===== config.mk =====
export PLATFORM = sky130hd
export DESIGN_NAME = mips_cpu_dmem_bridge
export DESIGN_NICKNAME = d
export VERILOG_FILES = /design/src/rtl/mips_cpu_dmem_bridge.sv
export SDC_FILE = /design/constraint.sdc
export NUM_CORES = 1
export LEC_CHECK = 0
export BUFFER_PORTS_ARGS = -buffer_cell sky130_fd_sc_hd__buf_2
export CAP_MARGIN = 40
export CORE_ASPECT_RATIO = 1.4
export CORE_MARGIN = 5
export CORE_UTILIZATION = 40
export CTS_CLUSTER_SIZE = 28
export DETAILED_ROUTE_END_ITERATION = 7
export SLEW_MARGIN = 15
export SYNTH_ARGS = -nofsm -noshare
export SYNTH_HDL_FRONTEND = slang
export SYNTH_SLANG_ARGS = --single-unit
export TNS_END_PERCENT = 100

===== constraint.sdc =====
create_clock -name clk -period 10.35 [get_ports clk]
set_input_delay 0.5175 -clock clk [delete_from_list [all_inputs] [get_ports clk]]
set_output_delay 0.5175 -clock clk [all_outputs]
set_load 0.02 [all_outputs]

===== src/rtl/mips_cpu_dmem_bridge.sv =====
// mips_cpu_dmem_bridge
// Bridges the single-cycle CPU data port onto a wait-state memory bus.
// Each CPU request becomes one word-aligned, byte-enabled bus transfer.
// The bridge also formats load data (extension, LWL/LWR merge) and
// replicates store data across the active lanes.
//
// Handshake: a bus strobe (mem_read/mem_write) is the request-valid.
// mem_waitrequest low is the ready. The transfer completes on the rising
// edge where the strobe is high and mem_waitrequest is low. While
// mem_waitrequest is high, the strobe, address, byteenable and writedata
// are held unchanged. On the CPU side, cpu_stall low is the completion
// indication: the CPU commits on the edge that ends the stall-free cycle.
module mips_cpu_dmem_bridge #(
  parameter int unsigned MAX_WAIT = 255
) (
  input  logic        clk,
  input  logic        reset,
  input  logic [31:0] cpu_address,
  input  logic        cpu_read,
  input  logic        cpu_write,
  input  logic [5:0]  cpu_opcode,
  input  logic [31:0] cpu_writedata,
  input  logic [31:0] cpu_rt_old,
  output logic [31:0] cpu_readdata,
  output logic        cpu_stall,
  output logic        cpu_fault,
  output logic [31:0] mem_address,
  output logic        mem_read,
  output logic        mem_write,
  output logic [3:0]  mem_byteenable,
  output logic [31:0] mem_writedata,
  input  logic [31:0] mem_readdata,
  input  logic        mem_waitrequest
);

  localparam logic [1:0] ST_IDLE   = 2'd0;
  localparam logic [1:0] ST_ACCESS = 2'd1;
  localparam logic [1:0] ST_DONE   = 2'd2;
  localparam logic [1:0] ST_FAULT  = 2'd3;

  localparam logic [5:0] OP_LB  = 6'h20;
  localparam logic [5:0] OP_LH  = 6'h21;
  localparam logic [5:0] OP_LWL = 6'h22;
  localparam logic [5:0] OP_LBU = 6'h24;
  localparam logic [5:0] OP_LHU = 6'h25;
  localparam logic [5:0] OP_LWR = 6'h26;
  localparam logic [5:0] OP_SB  = 6'h28;
  localparam logic [5:0] OP_SH  = 6'h29;

  // Internal access kinds; unknown opcodes collapse onto K_WORD.
  localparam logic [2:0] K_BYTE_S = 3'd0;
  localparam logic [2:0] K_BYTE_U = 3'd1;
  localparam logic [2:0] K_HALF_S = 3'd2;
  localparam logic [2:0] K_HALF_U = 3'd3;
  localparam logic [2:0] K_WORD   = 3'd4;
  localparam logic [2:0] K_LWL    = 3'd5;
  localparam logic [2:0] K_LWR    = 3'd6;

  localparam logic [15:0] WAIT_LAST = 16'(MAX_WAIT - 1);

  logic [1:0]  state;
  logic [31:0] addr_q;
  logic [2:0]  kind_q;
  logic        write_q;
  logic [3:0]  be_q;
  logic [31:0] wd_q;
  logic [31:0] rt_old_q;
  logic [15:0] wait_cnt;
  logic [31:0] rdata_q;

  logic [1:0]  req_a;
  logic [2:0]  req_kind;
  logic        req_is_byte;
  logic        req_is_half;
  logic        req_misalign;
  logic [3:0]  req_be;
  logic [31:0] req_wd;

  logic [4:0]  sh_r;
  logic [4:0]  sh_l;
  logic [31:0] shifted;
  logic [31:0] load_result;

  assign req_a = cpu_address[1:0];

  // Decode the opcode into an access kind, split by transfer direction.
  always_comb begin
    req_kind = K_WORD;
    if (cpu_write) begin
      case (cpu_opcode)
        OP_SB:   req_kind = K_BYTE_U;
        OP_SH:   req_kind = K_HALF_U;
        default: req_kind = K_WORD;
      endcase
    end else begin
      case (cpu_opcode)
        OP_LB:   req_kind = K_BYTE_S;
        OP_LBU:  req_kind = K_BYTE_U;
        OP_LH:   req_kind = K_HALF_S;
        OP_LHU:  req_kind = K_HALF_U;
        OP_LWL:  req_kind = K_LWL;
        OP_LWR:  req_kind = K_LWR;
        default: req_kind = K_WORD;
      endcase
    end
  end

  assign req_is_byte  = (req_kind == K_BYTE_S) || (req_kind == K_BYTE_U);
  assign req_is_half  = (req_kind == K_HALF_S) || (req_kind == K_HALF_U);
  assign req_misalign = (req_is_half && req_a[0]) ||
                        ((req_kind == K_WORD) && (req_a != 2'b00));

  // Byte lanes and lane-replicated store data for the incoming request.
  always_comb begin
    req_be = 4'b1111;
    req_wd = cpu_writedata;
    if (req_is_byte) begin
      req_be = 4'b0001 << req_a;
      req_wd = {4{cpu_writedata[7:0]}};
    end else if (req_is_half) begin
      req_be = req_a[1] ? 4'b1100 : 4'b0011;
      req_wd = {2{cpu_writedata[15:0]}};
    end
  end

  // Load formatting from the bus word and the latched request.
  // 8*(3-a) equals {~a, 3'b000} for a two-bit a.
  assign sh_r    = {addr_q[1:0], 3'b000};
  assign sh_l    = {~addr_q[1:0], 3'b000};
  assign shifted = mem_readdata >> sh_r;

  // Select the extension or merge that matches the latched load kind.
  always_comb begin
    load_result = mem_readdata;
    case (kind_q)
      K_BYTE_S: load_result = {{24{shifted[7]}}, shifted[7:0]};
      K_BYTE_U: load_result = {24'h0, shifted[7:0]};
      K_HALF_S: load_result = {{16{shifted[15]}}, shifted[15:0]};
      K_HALF_U: load_result = {16'h0, shifted[15:0]};
      K_LWL:    load_result = (mem_readdata << sh_l) |
                              (rt_old_q & ((32'd1 << sh_l) - 32'd1));
      K_LWR:    load_result = shifted |
                              (rt_old_q & ~(32'hFFFF_FFFF >> sh_r));
      default:  load_result = mem_readdata;
    endcase
  end

  // Request sequencing: latch in IDLE, run the bus transfer, report, or trap.
  always_ff @(posedge clk or posedge reset) begin
    if (reset) begin
      state    <= ST_IDLE;
      addr_q   <= 32'h0;
      kind_q   <= K_BYTE_S;
      write_q  <= 1'b0;
      be_q     <= 4'h0;
      wd_q     <= 32'h0;
      rt_old_q <= 32'h0;
      wait_cnt <= 16'h0;
      rdata_q  <= 32'h0;
    end else begin
      case (state)
        ST_IDLE: begin
          if (cpu_read || cpu_write) begin
            if ((cpu_read && cpu_write) || req_misalign) begin
              state <= ST_FAULT;
            end else begin
              addr_q   <= cpu_address;
              kind_q   <= req_kind;
              write_q  <= cpu_write;
              be_q     <= req_be;
              wd_q     <= req_wd;
              rt_old_q <= cpu_rt_old;
              wait_cnt <= 16'h0;
              state    <= ST_ACCESS;
            end
          end
        end
        ST_ACCESS: begin
          if (mem_waitrequest) begin
            wait_cnt <= wait_cnt + 16'd1;
            if (wait_cnt == WAIT_LAST) begin
              state <= ST_FAULT;
            end
          end else begin
            if (!write_q) begin
              rdata_q <= load_result;
            end
            state <= ST_DONE;
          end
        end
        ST_DONE:  state <= ST_IDLE;
        ST_FAULT: state <= ST_FAULT;
        default:  state <= ST_IDLE;
      endcase
    end
  end

  assign mem_address    = {addr_q[31:2], 2'b00};
  assign mem_byteenable = be_q;
  assign mem_writedata  = wd_q;
  assign mem_read       = (state == ST_ACCESS) && !write_q;
  assign mem_write      = (state == ST_ACCESS) && write_q;
  assign cpu_readdata   = rdata_q;
  assign cpu_fault      = (state == ST_FAULT);
  // The IDLE term is combinational, so it is masked while reset is held.
  assign cpu_stall      = (state == ST_ACCESS) || (state == ST_FAULT) ||
                          ((state == ST_IDLE) && (cpu_read || cpu_write) && !reset);

endmodule


==> summary.md <==
| Metric | Value |
|---|---|
| Synth Warn # | `0` |
| Synth top area cells | `dfrtp_1 45%, mux2_2 9.8%, mux2i_1 4.7%, a21oi_1 3.7%, buf_4 3.1%` |
| Clock Latency Late Sink | `about 0.42 ns` |
| Total Die Area | `roughly 24000 um2` |
| Post-CTS setup buffer count | `0` |
| Vias per std cell | `roughly 5.7` |
| CTS tree | `built` |
| Sequential-to-total area share from yosys stat | `45.1%` |
| Post-layout util | `about half` |
| Vias in the first global route | `approximately 7.1k` |
| Final setup fails | `0` |
| Comb pwr share | `a little under half` |
| Reg2Reg Setup Slack | `roughly 7.3 ns` |
| Post-synth cell types | `64` |
| Commonest non-fill, non-tap cells in the layout | `240 x buf_2, 152 x dfrtp_1, 74 x mux2_2, 64 x a21oi_1, 55 x nand2_1` |
| EDFF count, synth | `0` |
| Minimum clock period after layout | `between 3 and 4 ns` |
| CP required | `about 11 ns` |
| Synth top area share | `around 45%` |
| Slowest stage delay, CP | `between 0.6 and 0.7 ns` |
| ANT nets after route | `0` |
| RSZ-0062 raised after global routing | `false` |
| Ys flop type | `dfrtp_1` |
| DRC | `0` |
| Via count | `a little over 7k` |
| Post-Layout Cell Count | `around 1.3k` |
| CP cell instances | `buf_2 > and4bb_2 > o21ai_1 > a2111oi_4 > buf_4 > buf_4 > buf_16 > mux2_2` |
| Starting Density | `about two fifths` |
| CP Launch Type | `primary input` |
| Num rows | `63` |
| Die X | `134 um` |
| Crit path from | `cpu_write` |
| CTS buffer count | `17` |
| Ratio of cells with drive above 1 in the final layout | `37.0%` |
| Syn Area/Cell | `between 10 and 15 um2` |
| Longest Clk Path Bufs | `2` |
| Core Area | `around 21000 um2` |
| Post-Synthesis Cells | `about 840` |
| Pint | `1.83 mW` |
| Synth-to-Final Area Change | `20.1%` |
| Clk_skew | `roughly 0.011 ns` |
| Final nets | `about 1.2k` |
| Fin. max-slew vios | `0` |
| Final Cycle Share | `around 30%` |
| Max-Cap Viols | `0` |
| Met2 Usage GRT | `36.3%` |
| Setup CP Type | `in2reg` |
| Port Buffers | `240` |
| RePlAce Congestion | `0.876` |
| Hold_buf cts | `0` |
| Clk pwr share | `18.7%` |
| Diode count | `0` |
| Worst Path Arrival | `between 3 and 4 ns` |
| Gr busiest metal | `met2` |
| Post-Syn Area | `roughly 8500 um2` |
| Total grt overflow | `0` |
| Synth area leader | `dfrtp_1` |
| Worst Hold Class | `in2async` |
| Total power | `about 3.2 mW` |
| Sequential share of power | `between 30% and 40%` |
| CTS Sinks | `between 150 and 200` |
| Number of DRC markers in iteration 0 | `528` |
| Overall die height | `183 um` |
| Post-Place Cells | `roughly 1.3k` |
| Overall routing resource usage | `20.8%` |
| Reg-to-Reg Start | `state[1]$_DFFE_PP0P_` |
| Largest net degree at the start of global routing | `82` |
| Max_slew headroom | `a little under half` |
| Power per cell area | `a little over 300 nW/um2` |
| Switching share of power | `42.5%` |
| Peak Freq | `316 MHz` |
| Met1 usage in global routing | `between 20% and 30%` |
| Fin. Hold Viols | `0` |
| CTS resizes | `0` |
| CP Max Fanout | `76` |
| NetSw | `~1.4 mW` |
| Initial antenna violation count | `0` |
| Most Frequent Cell on Critical Path | `buf_4` |
| Clk pin slew, worst setup/hold paths | `~0.060 ns` |
| Seq cells post-synth | `roughly 150` |
| Global-route wire length before repair | `39.9 mm` |
| Leak | `about 4.7 nW` |
| Most common cell after layout, fill and taps aside | `buf_2` |
| Asr flop ratio synth | `100%` |
| Max VDD drop | `roughly 0.17 mV` |
| Register area | `slightly below 4000 um2` |
| IO Count | `243` |
| Post-DP HPWL | `about 20 mm` |
| Met3 track demand over resource | `under 10%` |
| Root buffer cell | `clkbuf_16` |
| Filler cell count in the final layout | `between 2k and 2.5k` |
| Outcome | `finished clean` |
| Drt pass-1 iters | `5` |
| Setup total negative slack | `0 ns` |
| Least-Margin Pin Slew | `slightly below 0.8 ns` |
| H-tree Lvls | `4` |
| Multi-input gate area | `approximately 4100 um2` |
| CP Capture Type | `flip-flop` |
| WL final | `around 26 mm` |
| Worst path slowest cell | `a2111oi_4` |
| WL/cell | `around 20 um` |
registers in the layout, indices dropped and copies added (netlist names):
| signal | count |
|---|---|
| rt_old_q | 32 |
| state | 2 |
| wait_cnt | 16 |
| kind_q | 3 |
| mem_byteenable | 4 |
| mem_writedata | 32 |
| addr_q | 32 |
| cpu_readdata | 32 |
| write_q | 1 |
synthesized netlist by cell type, drive strengths merged (4+ instances only):
cell / number
dfrtp: 154
mux2: 74
buf: 70
a21oi: 66
nand2: 55
nor2: 52
o21ai: 44
mux2i: 40
nor2b: 28
nor3: 26
clkbuf: 24
a211oi: 18
nand3: 18
a31oi: 14
o211ai: 11
o22ai: 11
o2bb2ai: 11
a21o: 10
and2: 8
inv: 8
a221oi: 7
a222oi: 7
mux4: 7
o221ai: 7
a211o: 6
nand2b: 5
o22a: 4
metal layers:
metal  share of wire, %  routed length (um)
met1                 39               10200
met2                 51               13300
met3                6.6                1720
met4                3.5                 903
met5                  0                   0
logic make-up (layout without fill, tap and decap cells):
family                     count (synthesis)  in the layout  share of synthesized area [%]
AOI/OAI and AO/OA                        236            236                           18.5
xor gates and xnor gates                   2              2                          0.205
adders and majority gates                  2              2                          0.293
buffers and inverters                    103            294                           7.12
DFF                                      154            154                           45.1
muxes                                    121            121                           16.3
other                                      1              2                         0.0439
and+or+nand+nor                          216            216                           12.4
worst max-delay path: cells and delay by family:
family,cells,cell delay (ns)
AO/OA/AOI/OAI,2,0.80
buffers and inverters,4,1.40
multiplexers,1,0.38
AND/OR/NAND/NOR,1,0.28
cell type report:
type / instances / share of cell area [%]
multi-input combinational: 579 / 39.9
clock buffer: 20 / 4.45
sequential: 154 / 37.6
clock inverter: 11 / 0.963
inverter: 9 / 0.378
tap: 260 / 3.17
timing repair buffer: 254 / 13.5
through the flow:
step,area [um2],setup slack [ns],hold WS [ns]
2_1_floorplan,8550,5.68,0.474
3_3_place_gp,9580,6.49,0.461
3_5_place_dp,9680,6.46,0.465
4_1_cts,10200,6.89,0.273
5_1_grt,10300,6.98,0.303
6_report,10300,7.18,0.248
power by group through the flow:
stage	Combinational [mW]	Clock, mW	Sequential, mW
3_3_place_gp	1.40	0	1.16
6_report	1.47	0.595	1.13
2_1_floorplan	0.988	0	1.20
4_1_cts	1.48	0.610	1.13
3_5_place_dp	1.48	0	1.13
5_1_grt	1.60	0.635	1.17
path summary, 6_finish.rpt:
check,end,cells past startpoint
max in group asynchronous,addr_q[23]$_DFFE_PP0P_,4
worst max-delay path,mem_writedata[5]$_DFFE_PP0P_,8
worst min-delay path,wait_cnt[7]$_DFFE_PP0P_,2
worst min register to register,cpu_readdata[28]$_DFFE_PP0P_,1
min in group clk,addr_q[7]$_DFFE_PP0P_,2
worst max register to register,mem_writedata[5]$_DFFE_PP0P_,6
Note: power is estimated with default switching activity, not from simulation.
